$ cat src/rtl/record_timer_seg_encoder_if.sv
// Control and display bundle between the scan logic / front panel and the
// recording-time encoder. The master drives the control pulses and the scanned
// digit index. The slave (the encoder) drives the segment lines and status.
interface record_timer_seg_encoder_if;
   logic       start;
   logic       stop;
   logic       clear;
   logic [2:0] digit_sel;
   logic       a;
   logic       b;
   logic       c;
   logic       d;
   logic       e;
   logic       f;
   logic       g;
   logic       running;
   logic       overflow;

   modport master (
      output start, stop, clear, digit_sel,
      input  a, b, c, d, e, f, g, running, overflow
   );

   modport slave (
      input  start, stop, clear, digit_sel,
      output a, b, c, d, e, f, g, running, overflow
   );
endinterface

$ cat src/rtl/record_timer_seg_encoder.sv
// Elapsed recording time counter (BCD mm:ss) with a registered seven-segment
// pattern for the digit currently scanned by the downstream multiplexer.
// Segments are active-low and ordered a..g from bit 6 down to bit 0.
module record_timer_seg_encoder #(
   parameter int CLK_HZ  = 100000000,
   parameter int MAX_MIN = 59
) (
   input logic                       clock,
   input logic                       reset,
   record_timer_seg_encoder_if.slave tmr
);
   localparam int            PW        = (CLK_HZ > 1) ? $clog2(CLK_HZ) : 1;
   localparam logic [PW-1:0] PRESC_MAX = PW'(CLK_HZ - 1);
   localparam logic [3:0]    MAX_MT    = 4'(MAX_MIN / 10);
   localparam logic [3:0]    MAX_MU    = 4'(MAX_MIN % 10);
   localparam logic [6:0]    SEG_BLANK = 7'b1111111;

   typedef enum logic [1:0] {
      IDLE      = 2'd0,
      RUNNING   = 2'd1,
      PAUSED    = 2'd2,
      SATURATED = 2'd3
   } state_t;

   state_t        state_q, state_d;
   logic          running_q, running_d;
   logic          overflow_q, overflow_d;
   logic [PW-1:0] presc_q, presc_d;
   logic [3:0]    dig_q [4];   // 0 = sec units, 1 = sec tens, 2 = min units, 3 = min tens
   logic [3:0]    dig_d [4];
   logic [3:0]    carry;       // carry[i] = digit i advances this cycle
   logic          tick;
   logic          at_max;
   logic          go;
   logic [3:0]    shown;
   logic [6:0]    seg_q, seg_d;

   function automatic logic [6:0] seg_encode(input logic [3:0] v);
      case (v)
         4'd0:    seg_encode = 7'b0000001;
         4'd1:    seg_encode = 7'b1001111;
         4'd2:    seg_encode = 7'b0010010;
         4'd3:    seg_encode = 7'b0000110;
         4'd4:    seg_encode = 7'b1001100;
         4'd5:    seg_encode = 7'b0100100;
         4'd6:    seg_encode = 7'b0100000;
         4'd7:    seg_encode = 7'b0001111;
         4'd8:    seg_encode = 7'b0000000;
         4'd9:    seg_encode = 7'b0000100;
         default: seg_encode = SEG_BLANK;
      endcase
   endfunction

   // stop outranks start when both arrive together
   assign go     = tmr.start & ~tmr.stop;
   assign tick   = (state_q == RUNNING) && (presc_q == PRESC_MAX);
   assign at_max = (dig_q[3] == MAX_MT) && (dig_q[2] == MAX_MU) &&
                   (dig_q[1] == 4'd5)   && (dig_q[0] == 4'd9);

   // A tick at the ceiling leaves the count alone; the FSM saturates instead
   assign carry[0] = tick & ~at_max;

   // Native BCD ripple: each digit wraps at its own limit and carries upward
   genvar gi;
   generate
      for (gi = 0; gi < 4; gi++) begin : g_digit
         localparam logic [3:0] LIM = (gi == 1) ? 4'd5 : 4'd9;
         if (gi < 3) begin : g_carry
            assign carry[gi+1] = carry[gi] & (dig_q[gi] == LIM);
         end
         assign dig_d[gi] = tmr.clear ? 4'd0 :
                            carry[gi] ? ((dig_q[gi] == LIM) ? 4'd0 : dig_q[gi] + 4'd1) :
                                        dig_q[gi];
      end
   endgenerate

   // Prescaler advances only while running and holds through a pause
   always_comb begin
      presc_d = presc_q;
      if (tmr.clear) begin
         presc_d = '0;
      end else if (tick) begin
         presc_d = '0;
      end else if (state_q == RUNNING) begin
         presc_d = presc_q + PW'(1);
      end
   end

   // Pick the scanned digit; indices 4..7 map to a non-BCD code that blanks
   always_comb begin
      shown = digit_sel_blank() ? 4'hF : dig_q[tmr.digit_sel[1:0]];
      seg_d = seg_encode(shown);
   end

   function automatic logic digit_sel_blank();
      digit_sel_blank = tmr.digit_sel[2];
   endfunction

   // Datapath registers: prescaler, BCD digits and the registered segment pattern
   always_ff @(posedge clock) begin
      if (reset) begin
         presc_q <= '0;
         seg_q   <= SEG_BLANK;
         for (int i = 0; i < 4; i++) begin
            dig_q[i] <= 4'd0;
         end
      end else begin
         presc_q <= presc_d;
         seg_q   <= seg_d;
         for (int i = 0; i < 4; i++) begin
            dig_q[i] <= dig_d[i];
         end
      end
   end

   // FSM state register, with the status flags registered alongside
   always_ff @(posedge clock) begin
      if (reset) begin
         state_q    <= IDLE;
         running_q  <= 1'b0;
         overflow_q <= 1'b0;
      end else begin
         state_q    <= state_d;
         running_q  <= running_d;
         overflow_q <= overflow_d;
      end
   end

   // FSM next state: clear wins from anywhere, then stop, then start
   always_comb begin
      state_d = state_q;
      if (tmr.clear) begin
         state_d = IDLE;
      end else begin
         case (state_q)
            IDLE:      if (go) state_d = RUNNING;
            RUNNING: begin
               if (tmr.stop)          state_d = PAUSED;
               else if (tick && at_max) state_d = SATURATED;
            end
            PAUSED:    if (go) state_d = RUNNING;
            SATURATED: state_d = SATURATED;
            default:   state_d = IDLE;
         endcase
      end
   end

   // FSM outputs, decoded from the next state so they land with it
   always_comb begin
      running_d  = (state_d == RUNNING);
      overflow_d = (state_d == SATURATED);
   end

   assign tmr.a        = seg_q[6];
   assign tmr.b        = seg_q[5];
   assign tmr.c        = seg_q[4];
   assign tmr.d        = seg_q[3];
   assign tmr.e        = seg_q[2];
   assign tmr.f        = seg_q[1];
   assign tmr.g        = seg_q[0];
   assign tmr.running  = running_q;
   assign tmr.overflow = overflow_q;
endmodule

$ cat src/flat_wrapper.sv
// flat-port wrapper written by rule: the top's interface ports become plain ports
module record_timer_seg_encoder_flat 
#(
   parameter int CLK_HZ  = 100000000,
   parameter int MAX_MIN = 59
)
  (clock, reset, tmr_start, tmr_stop, tmr_clear, tmr_digit_sel, tmr_a, tmr_b, tmr_c, tmr_d, tmr_e, tmr_f, tmr_g, tmr_running, tmr_overflow);
  record_timer_seg_encoder_if tmr_i ();
  input logic clock;
  input logic reset;
  input wire logic [$bits(tmr_i.start)-1:0] tmr_start;
  input wire logic [$bits(tmr_i.stop)-1:0] tmr_stop;
  input wire logic [$bits(tmr_i.clear)-1:0] tmr_clear;
  input wire logic [$bits(tmr_i.digit_sel)-1:0] tmr_digit_sel;
  output wire logic [$bits(tmr_i.a)-1:0] tmr_a;
  output wire logic [$bits(tmr_i.b)-1:0] tmr_b;
  output wire logic [$bits(tmr_i.c)-1:0] tmr_c;
  output wire logic [$bits(tmr_i.d)-1:0] tmr_d;
  output wire logic [$bits(tmr_i.e)-1:0] tmr_e;
  output wire logic [$bits(tmr_i.f)-1:0] tmr_f;
  output wire logic [$bits(tmr_i.g)-1:0] tmr_g;
  output wire logic [$bits(tmr_i.running)-1:0] tmr_running;
  output wire logic [$bits(tmr_i.overflow)-1:0] tmr_overflow;
  assign tmr_i.start = tmr_start;
  assign tmr_i.stop = tmr_stop;
  assign tmr_i.clear = tmr_clear;
  assign tmr_i.digit_sel = tmr_digit_sel;
  assign tmr_a = tmr_i.a;
  assign tmr_b = tmr_i.b;
  assign tmr_c = tmr_i.c;
  assign tmr_d = tmr_i.d;
  assign tmr_e = tmr_i.e;
  assign tmr_f = tmr_i.f;
  assign tmr_g = tmr_i.g;
  assign tmr_running = tmr_i.running;
  assign tmr_overflow = tmr_i.overflow;
  record_timer_seg_encoder #(.CLK_HZ(CLK_HZ), .MAX_MIN(MAX_MIN)) u_core (.clock(clock), .reset(reset), .tmr(tmr_i));
endmodule
$ cat config.mk
export PLATFORM = sky130hd
export DESIGN_NAME = record_timer_seg_encoder_flat
export DESIGN_NICKNAME = d
export VERILOG_FILES = /design/src/rtl/record_timer_seg_encoder_if.sv /design/src/rtl/record_timer_seg_encoder.sv /design/src/flat_wrapper.sv
export SDC_FILE = /design/constraint.sdc
export NUM_CORES = 1
export LEC_CHECK = 0
export ABC_CLOCK_PERIOD_IN_PS = 2700
export CAP_MARGIN = 20
export CORE_MARGIN = 5
export CORE_UTILIZATION = 30
export CTS_BUF_LIST = sky130_fd_sc_hd__clkbuf_4
export DETAILED_ROUTE_END_ITERATION = 8
export PLACE_DENSITY_LB_ADDON = 0.08
export SYNTH_ARGS = -nofsm -noshare
export SYNTH_HDL_FRONTEND = slang
export SYNTH_SLANG_ARGS = --single-unit
$ cat constraint.sdc
create_clock -name clock -period 2.7 [get_ports clock]
set_clock_uncertainty 0.15 [all_clocks]
set_input_delay 0.27 -clock clock [delete_from_list [all_inputs] [get_ports clock]]
set_output_delay 0.27 -clock clock [all_outputs]
set_load 0.01 [all_outputs]
### Word-level counts from Yosys, hierarchy flattened

Memories as Yosys holds them, arrays and structs flattened. A register that Yosys moved wholly into a read port is not among the register bits.
Index checks and enable logic that the tools add are counted.
W data, S select, Z words.

* add/sub/neg operators: 5
* equal/unequal tests: 11
* bitwise logic cells: 11
* reductions and logical operators: 8
* mux-type cells: 25

Operator list (count)
* $mux W4: 17
* $add A27 B1 Y27 const B: 1
* $eq A27 B27 Y1 const B: 1
* $add A4 B1 Y4 const B: 4
* $eq A4 B4 Y1 const B: 3
* $eq A4 B3 Y1 const B: 2
* $mux W2: 4
* $eq A2 B2 Y1 const B: 3
* $pmux W2 S3: 1
* $and A1 B1 Y1: 5
* $logic_and A1 B1 Y1: 5
* $eq A2 B1 Y1 const B: 2
* $or A1 B1 Y1: 4
* $mux W1: 3
* $reduce_or A3 Y1: 1
* $logic_not A2 Y1: 1
* $not A1 Y1: 2
* $reduce_or A2 Y1: 1

* bits in writable memories: 16
* bits in registers: 31
* memory bits (read-only): 112
* memories kept: 2

Memories
* (name not given): depth 16, bits a word 7, read ports 1, clocked after Yosys merged registers in 1, write ports 0, line record_timer_seg_encoder.sv:39 `case (v)`
* u_core.dig_q: depth 4, bits a word 4, read ports 5, clocked after Yosys merged registers in 0, write ports 4, line record_timer_seg_encoder.sv:29 `logic [3:0] dig_q [4];`

### Depth between registers and ports, before layout

Gate-level depths: netlist of run 1.

* depth after elaboration: 12
* mapped depth: 8
* depth with buffers taken out: 7

### Worst setup path before layout of run 1

Ideal clock, no wire load.

* path kind: reg-to-reg
* start: register u_core.presc_q[2]
* end: memory u_core.dig_q[3][1]
* stages on the path, launching flop included: 7
* required time: 2483 ps
* data arrival time: 2035 ps
* path slack: 447 ps
* period minus slack after synthesis: 2253 ps
* buffers on the path: 1
* cell sequence: dfxtp_1 > clkbuf_1 > nand3b_1 > or4_4 > or4_4 > or3_1 > a21oi_2

RTL lines
* from (decl): line record_timer_seg_encoder.sv:28 `logic [PW-1:0] presc_q, presc_d;`
* from (signal assigned): line record_timer_seg_encoder.sv:108 `presc_q <= presc_d;`
* to (decl): line record_timer_seg_encoder.sv:29

==> results of run 1 <==
[power by group]
part	internal (mW)	switching [mW]	leakage (nW)	total, mW
registers	0.803	0.00224	0.437	0.806
logic	0.0336	0.0363	0.533	0.0699
clock network	0.0901	0.243	0.0246	0.333
[worst max path at each step]
stage	start	depth (start not counted)	end
finish	u_core.presc_q[21]	5	u_core.dig_q[3][1]
global route	u_core.presc_q[0]	6	u_core.dig_q[1][3]
CTS	u_core.presc_q[21]	5	u_core.dig_q[3][1]
detailed placement	tmr_digit_sel[0]	8	u_core.seg_q[3]
global placement	tmr_digit_sel[0]	8	u_core.seg_q[6]
floorplan	u_core.presc_q[2]	6	u_core.dig_q[3][1]
[state kept, by name, indices dropped and copies added (netlist names)]
| signal | flops |
|---|---|
| u_core.dig_q | 16 |
| u_core.tmr.overflow | 1 |
| u_core.seg_q | 7 |
| u_core.presc_q | 27 |
| u_core.state_q | 2 |
| u_core.tmr.running | 1 |
[area by class of cell]
cell class	count	area (sq um)
multi-input combinational	251	1660
timing repair buffer	25	228
inverter	12	45.0
tap	129	161
fill	1006	6020
sequential	54	1080
clock inverter	1	3.75
clock buffer	5	37.5
[critical path: stages, from the launching register on]
cell     delay, ps
dfxtp_1        450
nand4_1        230
or4_4          540
or4_4          470
or3_1          380
a21oi_2        130
[layout by cell type (no fill, tap or decap), types with 6 or more instances in the layout]
cell type        synthesis  routed
nor4_1                  10      10
nor2_1                  44      44
or3_1                    7       7
dfxtp_1                 54      54
nor3_1                   8       8
ha_1                     7       7
a21oi_1                 15      15
nand2_1                 23      23
nand2b_1                 6       6
o21ai_0                 14      14
inv_1                   12      12
buf_4                    0       9
clkdlybuf4s50_1          0      16
nand3_1                 19      19
xnor2_1                 25      25
[kinds of logic after synthesis]
family | synth area share (%)
buffers and inverters | 3.35
XOR/XNOR | 8.65
AND/OR/NAND/NOR | 32.3
AO/OA/AOI/OAI | 10.2
multiplexers | 4.24
flip-flops | 38.1
adder cells (fa/ha/maj) | 3.09
[synthesized netlist by cell type (7+ instances only)]
master and instances:
dfxtp_1 54, nor4_1 10, a21oi_1 15, o21ai_0 14, nand2_1 23, nor3_1 8, nand3_1 19, or3_1 7
clkbuf_1 9, nor2_1 44, xnor2_1 25, ha_1 7, inv_1 12
[per-stage QoR]
stage               util [%]  setup slack (ps)  instances
detailed placement      34.4               166        471
floorplan                  -               447        328
global route            34.8              82.2        477
global placement        34.4               158        471
finish                  34.8               302        477
CTS                     34.8               282        477
[routing by layer]
layer	up-vias	track usage [%]	part of all wire, %
li1	1210	-	-
met1	1044	14.9	49
met2	16	19.6	48
met3	2	2.35	2.4
met4	0	2.47	0.65
met5	-	0	0
==> impl_metrics.tcl, run 1 <==
set metrics [dict create \
    p_leak_nw 0.994 \
    period_share_pct 88.8 \
    grt_pass1_wl_mm 10.8 \
    grt_max_degree 28 \
    dpl_cell_area_sq_um 3170 \
    r2r_start "u_core.presc_q[21]" \
    drtPass1Iterations 5 \
    holdWs_ps 366 \
    fin_crit_ps 2400 \
    finalInstanceArea_sq_um 3220 \
    ys.warnings.count 0 \
    vias 2272 \
    crit_required_ps 2850 \
    reg2reg_slack_ps 300 \
    antenna_found_initial 0 \
    rsz0062_at_grt "false" \
    netlist_top_cells_area "dfxtp_1 38%, xnor2_1 7.7%, nor2_1 5.8%" \
    clk_pin_slew_ps 150 \
    worst-setup-path-type "reg2reg" \
    status "finished, final reports clean" \
    viasPerCell 4.76 \
    area_growth_pct 13.4 \
    start_util_pct 30.7 \
    diodes 0 \
    yosys.cell_types.count 50 \
    clk_path_buf_depth 2 \
    ant_nets 0 \
    ioPinCount 17 \
    synthCells 328 \
    cts_tree "done" \
    cts_buffers 5 \
    synth-edff-count 0 \
    ctsHtreeMaxLevel 2 \
    min_from "u_core.presc_q[23]" \
    synth_top_area_cell "dfxtp_1" \
    finalSetupViolCount 0 \
    max_clock_freq_mhz 417 \
    synthArstFlopShare_pct 0 \
    rr_worst_depth 5 \
    cp_max_fo 5 \
    min_to "u_core.presc_q[23]" \
    slew_viol_final 0 \
    cap_violations 0 \
    cts_hold_buffers 0 \
    grt_use_total_pct 11.5 \
    hold_viol 0 \
    hold_depth 2 \
    root_buffer "clkbuf_4" \
    clkLatencyLatePin_ps 360 \
    cp-end-kind "register" \
    synth-seq-cells 54 \
    wl_mm 6.15 \
    die_area_sq_um 11500 \
    worstPathArrival_ps 2550 \
    final.setup.tns_ps 0 \
    cts-resized-gates 0 \
    netlist_area_sq_um 2840 \
    cp-start-kind "register" \
    dp_hpwl_mm 4.57 \
    peakVddDrop_uv 142 \
    drc 0 \
    clock_sinks 54 \
    reg2reg_to "u_core.dig_q[3][1]" \
    synth.avg_cell_area_sq_um 8.64 \
    overflow 0 \
    synth_ff_type "dfxtp_1" \
    synth_fp_nets 343 \
    totalPowerFinal_mw 1.21 \
    worstMarginPinSlew_ps 600 \
    coreArea_sq_um 9240 \
    grt_pass1_vias 2242 \
    yosysSeqAreaShare_pct 38.1 \
    cts_setup_buffers 0 \
    slew_headroom_pct 59.8 \
    powerDensity_nw_per_um2 376 \
    min_path_type "reg2reg" \
    wl_per_cell_microns 12.9 \
    die_y_microns 107 \
    numPortBuffers 16 \
    rows 35 \
    num-nets-final 364 \
    place.gp.congestion 0.753 \
    die_x_microns 107 \
    drt_iter0_markers 51 \
    synth_top_area_share_pct 38.1 \
    drive_gt1_share_pct 9.20 \
]
Power figures use the tool's default switching activity.
==> run 2: changes to the inputs <==
RECOVER_POWER = 25   (was not set)
==> run 2 against run 1 <==
  * Critical path depth unchanged
  * Sequential power about the same
  * Utilization is essentially flat
  * Critical endpoint unchanged
==> impl_metrics.tcl, run 2 (same netlist as run 1, synthesis figures left out) <==
set metrics [dict create \
    layout_common_cells "54 x dfxtp_1, 44 x nor2_1, 25 x xnor2_1" \
    numPortBuffers 16 \
    mostFrequentLayoutCell "dfxtp_1" \
    ioPinCount 17 \
    finalSetupViolCount 0 \
    reg_top3 "u_core.presc_q x27, u_core.dig_q x16, u_core.seg_q x7" \
    overflow 0 \
    peakVddDrop_uv 142 \
    cp-end-kind "register" \
    clock_sinks 54 \
    cp-start-kind "register" \
    grt_use_total_pct 11.5 \
    cp_slowest_stage_delay_ps 540 \
    viasPerCell 4.80 \
    num-nets-final 364 \
    grt_max_degree 28 \
    totalPowerFinal_mw 1.21 \
    crit_chain "nand4_1, or4_4, or4_4, or3_1, a21oi_2" \
    diodes 0 \
    fill_cells 1007 \
    rsz0062_at_grt "false" \
    die_y_microns 107 \
    seq_area_sq_um 1080 \
    cts_tree "done" \
    cts-resized-gates 0 \
    period_share_pct 89.2 \
    dp_hpwl_mm 4.57 \
    multi_input_area_sq_um 1660 \
    area_growth_pct 13.3 \
    worstMarginPinSlew_ps 1010 \
    cts_setup_buffers 0 \
    cp_common_cell "or4_4" \
    die_area_sq_um 11500 \
    die_x_microns 107 \
    top_register "u_core.presc_q" \
    antenna_found_initial 0 \
    start_util_pct 30.7 \
    cp.buffers_inverters 0 \
    max_clock_freq_mhz 415 \
    slew_viol_final 0 \
    slew_headroom_pct 32.7 \
    wl_per_cell_microns 12.9 \
    grt_pass1_vias 2242 \
    fin_ws_ps 291 \
    clkLatencyLatePin_ps 360 \
    rows 35 \
    grt_pass1_wl_mm 10.8 \
    worst-setup-path-type "reg2reg" \
    wl_mm 6.14 \
    drt_iter0_markers 52 \
    pre_cts_slack_ps 166 \
    cp_max_fo 5 \
    place.gp.congestion 0.753 \
    drive_gt1_share_pct 8.62 \
    hold_viol 0 \
    clk_path_buf_depth 2 \
    holdWs_ps 366 \
    cts_buffers 5 \
    worstPathArrival_ps 2550 \
    cp_top_family "simple AND/OR/NAND/NOR gates" \
    p_leak_nw 0.982 \
    largest_reg_flops 27 \
    min_path_type "reg2reg" \
    fin_crit_ps 2410 \
    clk_pin_slew_ps 150 \
    cap_violations 0 \
    ctsHtreeMaxLevel 2 \
    slowest_stage "or4_4" \
    coreArea_sq_um 9240 \
    cts_hold_buffers 0 \
    powerDensity_nw_per_um2 376 \
    drtPass1Iterations 4 \
    vias 2291 \
    ant_nets 0 \
    root_buffer "clkbuf_4" \
    final.setup.tns_ps 0 \
    crit_required_ps 2850 \
    drc 0 \
    status "finished, final reports clean" \
]
==> run 2: changes by cell type in the layout (fill, tap and decap cells not counted), sizes merged <==
cell	previous run	this run
buf	9	8
dlygate4sd3	0	10
clkdlybuf4s50	16	6
clkbuf	5	6
==> run 2: stage by stage <==
step / cell area, sq um / utilization (%) / cells
final: 3210 / 34.8 / 477
after global routing: 3210 / 34.8 / 477
after CTS: 3220 / 34.8 / 477
after detailed placement: 3170 / 34.4 / 471
after global placement: 3170 / 34.4 / 471
after floorplan: 2840 / - / 328
==> run 2: area by class of cell <==
cell class,count,share of cell area [%]
flip-flops and latches,54,33.7
repair buffers,25,6.97
clock inverters,1,0.117
inverters,12,1.40
well taps,129,5.03
clock buffers,5,1.17
multi-input cells,251,51.7
==> run 2: power breakdown <==
group / internal [mW] / switching, mW / total [mW]
Sequential: 0.803 / 0.00199 / 0.805
Combinational: 0.0304 / 0.0363 / 0.0667
Clock: 0.0901 / 0.245 / 0.335
==> run 2: tightest hold or removal path, stage by stage, from the launching register on <==
cell,delay [ps]
dfxtp_1,360
o21ai_0,70
a21oi_1,60
==> run 2: worst paths after layout <==
check                          start                  to  slack [ps]  depth (start not counted)
hold / removal    u_core.presc_q[23]  u_core.presc_q[23]         370                          2
setup / recovery  u_core.presc_q[21]  u_core.dig_q[3][1]         290                          5
hold reg to reg   u_core.presc_q[23]  u_core.presc_q[23]         370                          2
setup reg to reg  u_core.presc_q[21]  u_core.dig_q[3][1]         290                          5
==> run 2: layer usage <==
metal	vias up	global-route usage [%]	wire length [microns]
met3	2	2.35	136
met5	-	0	0
met2	16	19.6	2960
li1	1212	-	-
met1	1061	14.9	3000
met4	0	2.47	40
